[src/rtl/mmio_bridge_pkg.sv]
// Shared types for the MMIO write-sequencing bridge: hart write request,
// access width, bridge FSM states and the default MMIO region base.
package mmio_bridge_pkg;

  localparam int XLEN = 32;
  localparam logic [XLEN-1:0] MMIO_BASE_ADDR = 32'h8000_0000;

  typedef enum logic [1:0] {
    MEM_BYTE = 2'd0,
    MEM_HALF = 2'd1,
    MEM_WORD = 2'd2
  } mem_width_t;

  typedef struct packed {
    logic [XLEN-1:0] addr;
    logic [XLEN-1:0] value;
    mem_width_t      width;
    logic            enable;
  } mem_write_control_t;

  typedef enum logic [1:0] {
    IDLE     = 2'd0,
    REQ      = 2'd1,
    COMPLETE = 2'd2
  } mmio_bridge_state_t;

  // Index/counter width that never collapses to zero bits.
  function automatic int clog2_min1(input int n);
    return (n <= 2) ? 1 : $clog2(n);
  endfunction

endpackage

[src/rtl/mmio_addr_decoder.sv]
// Combinational decode of a hart address into target window index, byte
// offset within the window, and mapped/aligned qualifiers.
module mmio_addr_decoder
  import mmio_bridge_pkg::*;
#(
  parameter int              NUM_TARGETS = 4,
  parameter logic [XLEN-1:0] BASE_ADDR   = MMIO_BASE_ADDR,
  parameter int              SPAN_LOG2   = 8,
  localparam int             IDX_W       = clog2_min1(NUM_TARGETS)
) (
  input  logic [XLEN-1:0]  addr,
  input  mem_width_t       width,
  output logic             mapped,
  output logic             aligned,
  output logic [IDX_W-1:0] index,
  output logic [XLEN-1:0]  offset
);

  // One extra bit so a region ending exactly at 2^XLEN cannot wrap.
  localparam logic [XLEN:0]   REGION_BYTES = (XLEN+1)'(NUM_TARGETS) << SPAN_LOG2;
  localparam logic [XLEN-1:0] OFFSET_MASK  = XLEN'((64'd1 << SPAN_LOG2) - 64'd1);

  logic [XLEN-1:0] rel;

  assign rel    = addr - BASE_ADDR;
  assign mapped = (addr >= BASE_ADDR) && ({1'b0, rel} < REGION_BYTES);
  assign index  = IDX_W'(rel >> SPAN_LOG2);
  assign offset = addr & OFFSET_MASK;

  always_comb begin
    unique case (width)
      MEM_WORD: aligned = (addr[1:0] == 2'b00);
      MEM_HALF: aligned = !addr[0];
      default:  aligned = 1'b1;
    endcase
  end

endmodule

[src/rtl/mmio_bridge.sv]
// Sequences hart MMIO writes onto a per-target req/ack handshake, returns a
// single completion pulse, muxes read data and keeps sticky error status.
module mmio_bridge
  import mmio_bridge_pkg::*;
#(
  parameter int              NUM_TARGETS    = 4,
  parameter logic [XLEN-1:0] BASE_ADDR      = MMIO_BASE_ADDR,
  parameter int              SPAN_LOG2      = 8,
  parameter int              TIMEOUT_CYCLES = 64
) (
  input  logic                              clock,
  input  logic                              reset_n,
  input  mem_write_control_t                hart_control,
  output logic                              hart_write_complete,
  output logic [XLEN-1:0]                   hart_r_data,
  output logic [NUM_TARGETS-1:0]            tgt_req,
  output logic [XLEN-1:0]                   tgt_addr,
  output logic [XLEN-1:0]                   tgt_value,
  output mem_width_t                        tgt_width,
  input  logic [NUM_TARGETS-1:0]            tgt_ack,
  input  logic [NUM_TARGETS-1:0][XLEN-1:0]  tgt_r_data,
  input  logic                              error_clear,
  output logic                              error_valid,
  output logic [XLEN-1:0]                   error_addr
);

  localparam int IDX_W = clog2_min1(NUM_TARGETS);
  localparam int CNT_W = clog2_min1(TIMEOUT_CYCLES);
  localparam logic [CNT_W-1:0] CNT_LAST = CNT_W'(TIMEOUT_CYCLES - 1);

  mmio_bridge_state_t state, state_next;

  logic             wr_mapped, wr_aligned;
  logic [IDX_W-1:0] wr_idx;
  logic [XLEN-1:0]  wr_offset;

  logic             rd_mapped, rd_aligned;
  logic [IDX_W-1:0] rd_idx;
  logic [XLEN-1:0]  rd_offset;

  logic [IDX_W-1:0] req_idx;
  logic [XLEN-1:0]  req_addr;
  logic [CNT_W-1:0] cnt;

  logic             accept, reject, timeout, ack_sel;
  logic             err_event;
  logic [XLEN-1:0]  err_addr_new;

  mmio_addr_decoder #(
    .NUM_TARGETS (NUM_TARGETS),
    .BASE_ADDR   (BASE_ADDR),
    .SPAN_LOG2   (SPAN_LOG2)
  ) u_wr_decode (
    .addr    (hart_control.addr),
    .width   (hart_control.width),
    .mapped  (wr_mapped),
    .aligned (wr_aligned),
    .index   (wr_idx),
    .offset  (wr_offset)
  );

  // Reads ignore width, so the read decoder's alignment and offset go unused.
  mmio_addr_decoder #(
    .NUM_TARGETS (NUM_TARGETS),
    .BASE_ADDR   (BASE_ADDR),
    .SPAN_LOG2   (SPAN_LOG2)
  ) u_rd_decode (
    .addr    (hart_control.addr),
    .width   (MEM_BYTE),
    .mapped  (rd_mapped),
    .aligned (rd_aligned),
    .index   (rd_idx),
    .offset  (rd_offset)
  );

  logic unused_rd;
  assign unused_rd = &{1'b0, rd_aligned, rd_offset};

  assign hart_r_data = rd_mapped ? tgt_r_data[rd_idx] : '0;

  assign ack_sel = tgt_ack[req_idx];

  // NOTE: sequential state uses non-blocking assignments so every flop samples
  // pre-edge values regardless of process ordering.
  always_ff @(posedge clock or negedge reset_n) begin
    if (!reset_n) state <= IDLE;
    else          state <= state_next;
  end

  // tgt_req and the completion pulse are decoded from the state register, so
  // an asynchronous reset drops them immediately.
  always_comb begin
    // NOTE: every output of this block gets a default first; a path that left
    // one unassigned would infer a latch.
    state_next          = state;
    accept              = 1'b0;
    reject              = 1'b0;
    timeout             = 1'b0;
    hart_write_complete = 1'b0;
    tgt_req             = '0;
    unique case (state)
      IDLE: begin
        if (hart_control.enable) begin
          if (wr_mapped && wr_aligned) begin
            accept     = 1'b1;
            state_next = REQ;
          end else begin
            reject     = 1'b1;
            state_next = COMPLETE;
          end
        end
      end
      REQ: begin
        tgt_req = NUM_TARGETS'(1'b1) << req_idx;
        if (ack_sel) begin
          state_next = COMPLETE;
        end else if (cnt == CNT_LAST) begin
          timeout    = 1'b1;
          state_next = COMPLETE;
        end
      end
      COMPLETE: begin
        hart_write_complete = 1'b1;
        state_next          = IDLE;
      end
      default: state_next = IDLE;
    endcase
  end

  // Transaction fields are frozen at accept so the target sees stable values.
  always_ff @(posedge clock or negedge reset_n) begin
    if (!reset_n) begin
      tgt_addr  <= '0;
      tgt_value <= '0;
      tgt_width <= MEM_BYTE;
      req_idx   <= '0;
      req_addr  <= '0;
      cnt       <= '0;
    end else if (accept) begin
      tgt_addr  <= wr_offset;
      tgt_value <= hart_control.value;
      tgt_width <= hart_control.width;
      req_idx   <= wr_idx;
      req_addr  <= hart_control.addr;
      cnt       <= '0;
    end else if (state == REQ) begin
      cnt <= cnt + CNT_W'(1);
    end
  end

  assign err_event    = reject | timeout;
  assign err_addr_new = reject ? hart_control.addr : req_addr;

  // First error wins, except that a clear in the same cycle lets the new one in.
  always_ff @(posedge clock or negedge reset_n) begin
    if (!reset_n) begin
      error_valid <= 1'b0;
      error_addr  <= '0;
    end else if (err_event && (!error_valid || error_clear)) begin
      error_valid <= 1'b1;
      error_addr  <= err_addr_new;
    end else if (error_clear) begin
      error_valid <= 1'b0;
    end
  end

endmodule

[config.mk]
export PLATFORM = sky130hd
export DESIGN_NAME = mmio_bridge
export DESIGN_NICKNAME = d
export VERILOG_FILES = /design/src/rtl/mmio_bridge_pkg.sv /design/src/rtl/mmio_addr_decoder.sv /design/src/rtl/mmio_bridge.sv
export SDC_FILE = /design/constraint.sdc
export NUM_CORES = 1
export LEC_CHECK = 0
export BUFFER_PORTS_ARGS = -buffer_cell sky130_fd_sc_hd__buf_2
export CAP_MARGIN = 20
export CORE_MARGIN = 5
export CORE_UTILIZATION = 44
export CTS_BUF_LIST = sky130_fd_sc_hd__clkbuf_16
export CTS_CLUSTER_DIAMETER = 100
export DETAILED_ROUTE_END_ITERATION = 10
export GPL_TIMING_DRIVEN = 0
export PLACE_DENSITY = 0.78
export REMOVE_ABC_BUFFERS = 1
export SYNTH_ARGS = -nofsm -noshare
export SYNTH_HDL_FRONTEND = slang
export SYNTH_HIERARCHICAL = 1
export SYNTH_SLANG_ARGS = --single-unit
[constraint.sdc]
create_clock -name clock -period 1.7 [get_ports clock]
set_input_delay 0.085 -clock clock [delete_from_list [all_inputs] [get_ports clock]]
set_output_delay 0.085 -clock clock [all_outputs]
set_load 0.02 [all_outputs]
==> results of run 1 <==
==> per-layer routing <==
| layer | wire (um) | vias up | part of all wire |
|---|---|---|---|
| li1 | - | 2678 | - |
| met1 | 10900 | 3233 | 0.36 |
| met2 | 16000 | 362 | 0.52 |
| met3 | 2540 | 74 | 0.084 |
| met4 | 955 | 0 | 0.031 |
| met5 | 0 | - | 0 |
==> through the flow <==
step,cell area [um2],TNS (ns),total power (uW)
after global routing,12200,-35.41,9240
final,12200,-25.96,8950
after CTS,11100,-23.19,8770
after global placement,8880,-1102.50,4650
after detailed placement,9040,-171.28,4700
after floorplan,6910,-514.47,4100
==> repair_timing <==
action / in CTS / in global routing
cloned: 10 / 9
pin swaps: 9 / 12
setup buffers: 26 / 18
setup endpoints to repair: 173 / 173
gates resized for setup: 61 / 248
hold buffers: 62 / 2
endpoints found under the hold margin: 139 / 2
==> worst max-delay path: stages, from the launching register on <==
cell and delay [ns]:
dfrtp_2 0.45, mux2_4 0.33, a2bb2oi_4 0.16, o21ai_4 0.26, buf_12 0.15, clkbuf_16 0.17, mux2_2 0.34
==> area by class of cell <==
type	count	area (um2)	share of cell area
flip-flops and latches	141	3530	0.290
well taps	220	275	0.0226
diodes	2	5.00	0.000411
inverters	3	11.3	0.000924
repair buffers	461	3610	0.296
clock buffers	17	425	0.0349
clock inverters	15	188	0.0154
multi-input cells	321	4140	0.340
==> sequential cells by signal (all words and copies together) (netlist names) <==
| register | cells |
|---|---|
| cnt | 6 |
| error_addr | 32 |
| error_valid | 1 |
| req_addr | 32 |
| req_idx | 2 |
| state | 2 |
| tgt_addr | 32 |
| tgt_value | 32 |
| tgt_width | 2 |
==> power by group <==
group          switching (uW)  leakage (uW)  total (uW)  internal, uW
logic                     695       0.00400        1470           772
registers                84.1       0.00192        3550          3470
clock network            1590      0.000301        3930          2340
total                    2360       0.00622        8950          6580
==> path summary, 6_finish.rpt <==
path,to,cells after the start,from
worst max-delay path,error_addr[14],6,req_idx[1]
worst max register to register,error_addr[14],6,req_idx[1]
max in group asynchronous,state[1],3,reset_n
worst min-delay path,req_addr[29],3,hart_control[64]
min in group asynchronous,tgt_value[17],2,reset_n
worst min register to register,tgt_addr[26],1,tgt_addr[26]
==> metrics.md, run 1 <==
| Metric | Value |
|---|---|
| Critical path arrival | 2.27 ns |
| Mapped cell area | 7290 um2 |
| GRT overflow | 0 |
| Global-route wire length before repair | 40.1 mm |
| Ys Warns | 6 |
| Max cap viols | 0 |
| Final setup viols | 158 |
| Gr busiest metal | met2 |
| CP startpoint kind | register |
| IO Pins | 338 |
| Final Max Slew Viols | 0 |
| All-layer global routing usage | 0.268 |
| Pre-CTS WS | -1.36 ns |
| Reg2Reg Setup Slack | -0.28 ns |
| Die Span X | 139 um |
| Row count | 47 |
| Drt drc | 0 |
| Status | finished with violations |
| Endpoint type of the worst setup path | register |
| Worst setup margin | -0.281 ns |
| Min-Delay Path Class | input port to register |
| Vias in the first global route | 6771 |
| Routed wire per std cell | 25.8 um |
| Initial Utilization | 0.444 |
| Final Cycle Share | 1.17 |
| CTS tree | yes |
| Worst Tran Pin Value | 0.781 ns |
| Share of cells above drive strength 1 | 0.718 |
| Routed vias/inst | 5.38 |
| M2 GR Usage | 0.483 |
| Area added between synthesis and finish | 67.2% |
| Highest clock rate | 505 MHz |
| Layout Cells excl Fill | 1180 |
| Clk_lat worst skew | 0.42 ns |
| Most frequent cells in the layout | buf_2 (295), dfrtp_1 (138), mux2_4 (128) |
| CP Max Fanout | 8 |
| Clock-pin slew on the worst setup and hold paths | 0.06 ns |
| Total Nets Final | 1150 |
| Antenna violations before repair | 2 |
| Cells after synthesis | 502 |
| Peak VDD IR | 685 uV |
| Crit path kind | register to register |
| Crit path time final | 1.98 ns |
| H-tree levels | 4 |
| CTS max path bufs | 2 |
| Synthesized area per cell | 14.5 um2 |
| Final WL | 30.4 mm |
| WP data required | 1.99 ns |
| Leakage power | 0.00622 uW |
| CTS Root Cell | clkbuf_16 |
| Length of the first detailed-routing pass in iterations | 5 |
| Inserted Clock Buffers | 17 |
| Port bufs | 337 |
| Final hold slack | 0.0171 ns |
| Pwr per Cell Area | 734 nW/um2 |
| Post-DP HPWL | 16.3 mm |
| GRT met1 Usage | 0.305 |
| Detail Route Antenna Nets | 0 |
| Die area | 19200 um2 |
| RSZ-0062 raised after global routing | true |
| Cells after DPL | 1024 |
| Fillers | 978 |
| Initial DRC Count | 391 |
| Most common cell after layout, fill and taps aside | buf_2 |
| Slew headroom | 0.480 |
| Clk sinks | 141 |
| Final hold viol count | 0 |
| Largest net degree at the start of global routing | 73 |
| Fin util | 0.743 |
| Failing checks | negative setup slack |
| Final GP Congestion | 0.936 |
| Met3 Usage GRT | 0.0786 |
| Clk_skew | 0.0116 ns |
| Vias | 6347 |
| Die height | 139 um |
| Core ar. | 16400 um2 |
(Power assumes the default switching activity.)
==> run 2: changes to the inputs <==
--- a/config.mk
+++ b/config.mk
@@ -12,7 +12,6 @@
 export CTS_BUF_LIST = sky130_fd_sc_hd__clkbuf_16
 export CTS_CLUSTER_DIAMETER = 100
 export DETAILED_ROUTE_END_ITERATION = 10
-export GPL_TIMING_DRIVEN = 0
 export PLACE_DENSITY = 0.78
 export REMOVE_ABC_BUFFERS = 1
 export SYNTH_ARGS = -nofsm -noshare
==> run 2 against run 1 <==
- the flow still finishes with violations (negative setup slack)
- setup slack got worse by 0.021 ns
- clock power rose by 2%
- count of clock-buffer cells in the layout did not move
- total power rose by 0.53%
- first-iteration DRC count fell by 47%
- largest cell class unchanged
- core utilization fell by 2.3 points
- non-clock buffer count rose by 14
- critical endpoint is now hart_r_data[14]
- final area fell by 3.2%
- wire length fell by 14%
- global-route usage fell by 0.11 points
==> metrics.md, run 2 (synthesized netlist as in run 1, its figures left out) <==
| Metric | Value |
|---|---|
| Initial DRC Count | 207 |
| CP Max Fanout | 8 |
| Area added between synthesis and finish | 61.9% |
| Crit path time final | 2.00 ns |
| Core ar. | 16400 um2 |
| Clk_skew | 0.00903 ns |
| Die Span X | 139 um |
| Most frequent cells in the layout | buf_2 (298), dfrtp_1 (139), mux2_2 (107) |
| Total Power | 8990 uW |
| RSZ-0062 raised after global routing | true |
| Length of the first detailed-routing pass in iterations | 5 |
| CTS Root Cell | clkbuf_16 |
| Final WL | 26.0 mm |
| Detail Route Antenna Nets | 0 |
| Critical path arrival | 1.92 ns |
| Status | finished with violations |
| Row count | 47 |
| Final GP Congestion | 0.948 |
| Final setup viols | 165 |
| WP data required | 1.62 ns |
| Post-DP HPWL | 17.4 mm |
| Routed vias/inst | 5.05 |
| IO Pins | 338 |
| Die area | 19200 um2 |
| Endpoint type of the worst setup path | output pin |
| Vias | 6024 |
| Leakage power | 0.00616 uW |
| Antenna violations before repair | 6 |
| Failing checks | negative setup slack |
| Clk sinks | 141 |
| Final hold viol count | 0 |
| Final Cycle Share | 1.18 |
| Crit path kind | input port to output pin |
| Pwr per Cell Area | 762 nW/um2 |
| GRT overflow | 0 |
| Worst setup margin | -0.302 ns |
| Fin util | 0.720 |
| Clk_lat worst skew | 0.42 ns |
| Vias in the first global route | 6951 |
| Routed wire per std cell | 21.8 um |
| Max cap viols | 0 |
| Drt drc | 0 |
| Inserted Clock Buffers | 17 |
| Final Max Slew Viols | 0 |
| Clock-pin slew on the worst setup and hold paths | 0.06 ns |
| CP startpoint kind | input port |
| CTS tree | yes |
| Total Nets Final | 1160 |
| Global-route wire length before repair | 39.9 mm |
| CTS max path bufs | 2 |
| Initial Utilization | 0.444 |
| Largest net degree at the start of global routing | 64 |
| H-tree levels | 4 |
| Most common cell after layout, fill and taps aside | buf_2 |
| Highest clock rate | 499 MHz |
| Peak VDD IR | 841 uV |
| Min-Delay Path Class | input port to register |
| All-layer global routing usage | 0.267 |
| Die height | 139 um |
| Share of cells above drive strength 1 | 0.742 |
| Port bufs | 337 |
[run 2: cell count changes in the layout (fill, tap and decap cells not counted), moves of 5 or more]
| cell | before | now |
|---|---|---|
| buf_16 | 10 | 5 |
| mux2_2 | 37 | 107 |
| buf_4 | 15 | 49 |
| dlygate4sd3_1 | 64 | 48 |
| mux2_4 | 128 | 58 |
[run 2: layout make-up]
| class | instances | area, um2 |
|---|---|---|
| Clock buffer | 17 | 425 |
| Inverter | 3 | 11.3 |
| Antenna cell | 5 | 12.5 |
| Sequential cell | 141 | 3530 |
| Fill cell | 1088 | 4600 |
| Tap cell | 220 | 275 |
| Clock inverter | 15 | 211 |
| Timing Repair Buffer | 475 | 3530 |
| Multi-Input combinational cell | 317 | 3810 |
[run 2: what timing repair did]
item / in CTS / in global routing
pin swaps: 1 / 5
endpoints found under the setup margin: 168 / 175
buffers inserted: 18 / 8
hold buffers: 48 / 0
gates resized for setup: 169 / 46
hold endpoints to repair: 195 / 0
cloned: 7 / 2
[run 2: power breakdown]
| group | internal [uW] | switching, uW | leakage, uW |
|---|---|---|---|
| sequential | 3470 | 73.5 | 0.00192 |
| clock | 2480 | 1510 | 0.000302 |
| combinational | 794 | 664 | 0.00394 |
| total | 6740 | 2250 | 0.00616 |
[run 2: per-stage QoR]
step	TNS [ns]	setup WS, ns	std cells	hold slack [ns]	instance area (um2)
finish	-32.49	-0.302	1193	0.0259	11800
CTS	-31.63	-0.236	1185	0.00189	11600
detailed placement	-107.70	-0.802	1080	-0.0691	9540
floorplan	-514.47	-4.65	461	-0.211	6910
global route	-44.98	-0.330	1193	0.0125	11800
global placement	-106.80	-0.783	1080	-0.0724	9540
[run 2: worst max-delay path, stage by stage]
cell and delay, ns:
buf_8 0.11, buf_12 0.12, nor4_4 0.30, buf_4 0.15, nand4_1 0.24, nor4_4 0.25
buf_4 0.19, buf_12 0.11, buf_16 0.11, and2_4 0.14, buf_6 0.11
[run 2: path summary, 6_finish.rpt]
kind	slack, ns	cells past startpoint	end	startpoint
worst max-delay path	-0.30	11	hart_r_data[14]	hart_control[63]
max in group asynchronous	1.00	3	state[1]	reset_n
worst max register to register	-0.23	6	error_addr[3]	state[1]
min in group asynchronous	0.09	2	tgt_value[9]	reset_n
worst min-delay path	0.03	3	tgt_addr[1]	hart_control[36]
worst min register to register	0.50	1	tgt_addr[14]	tgt_addr[14]
[run 2: metal layers]
metal,part of all wire,track usage,vias to the layer above
li1,-,-,2698
met1,0.36,0.292,3011
met2,0.53,0.482,271
met3,0.078,0.0845,42
met4,0.027,0.109,2
met5,0.00050,0,-
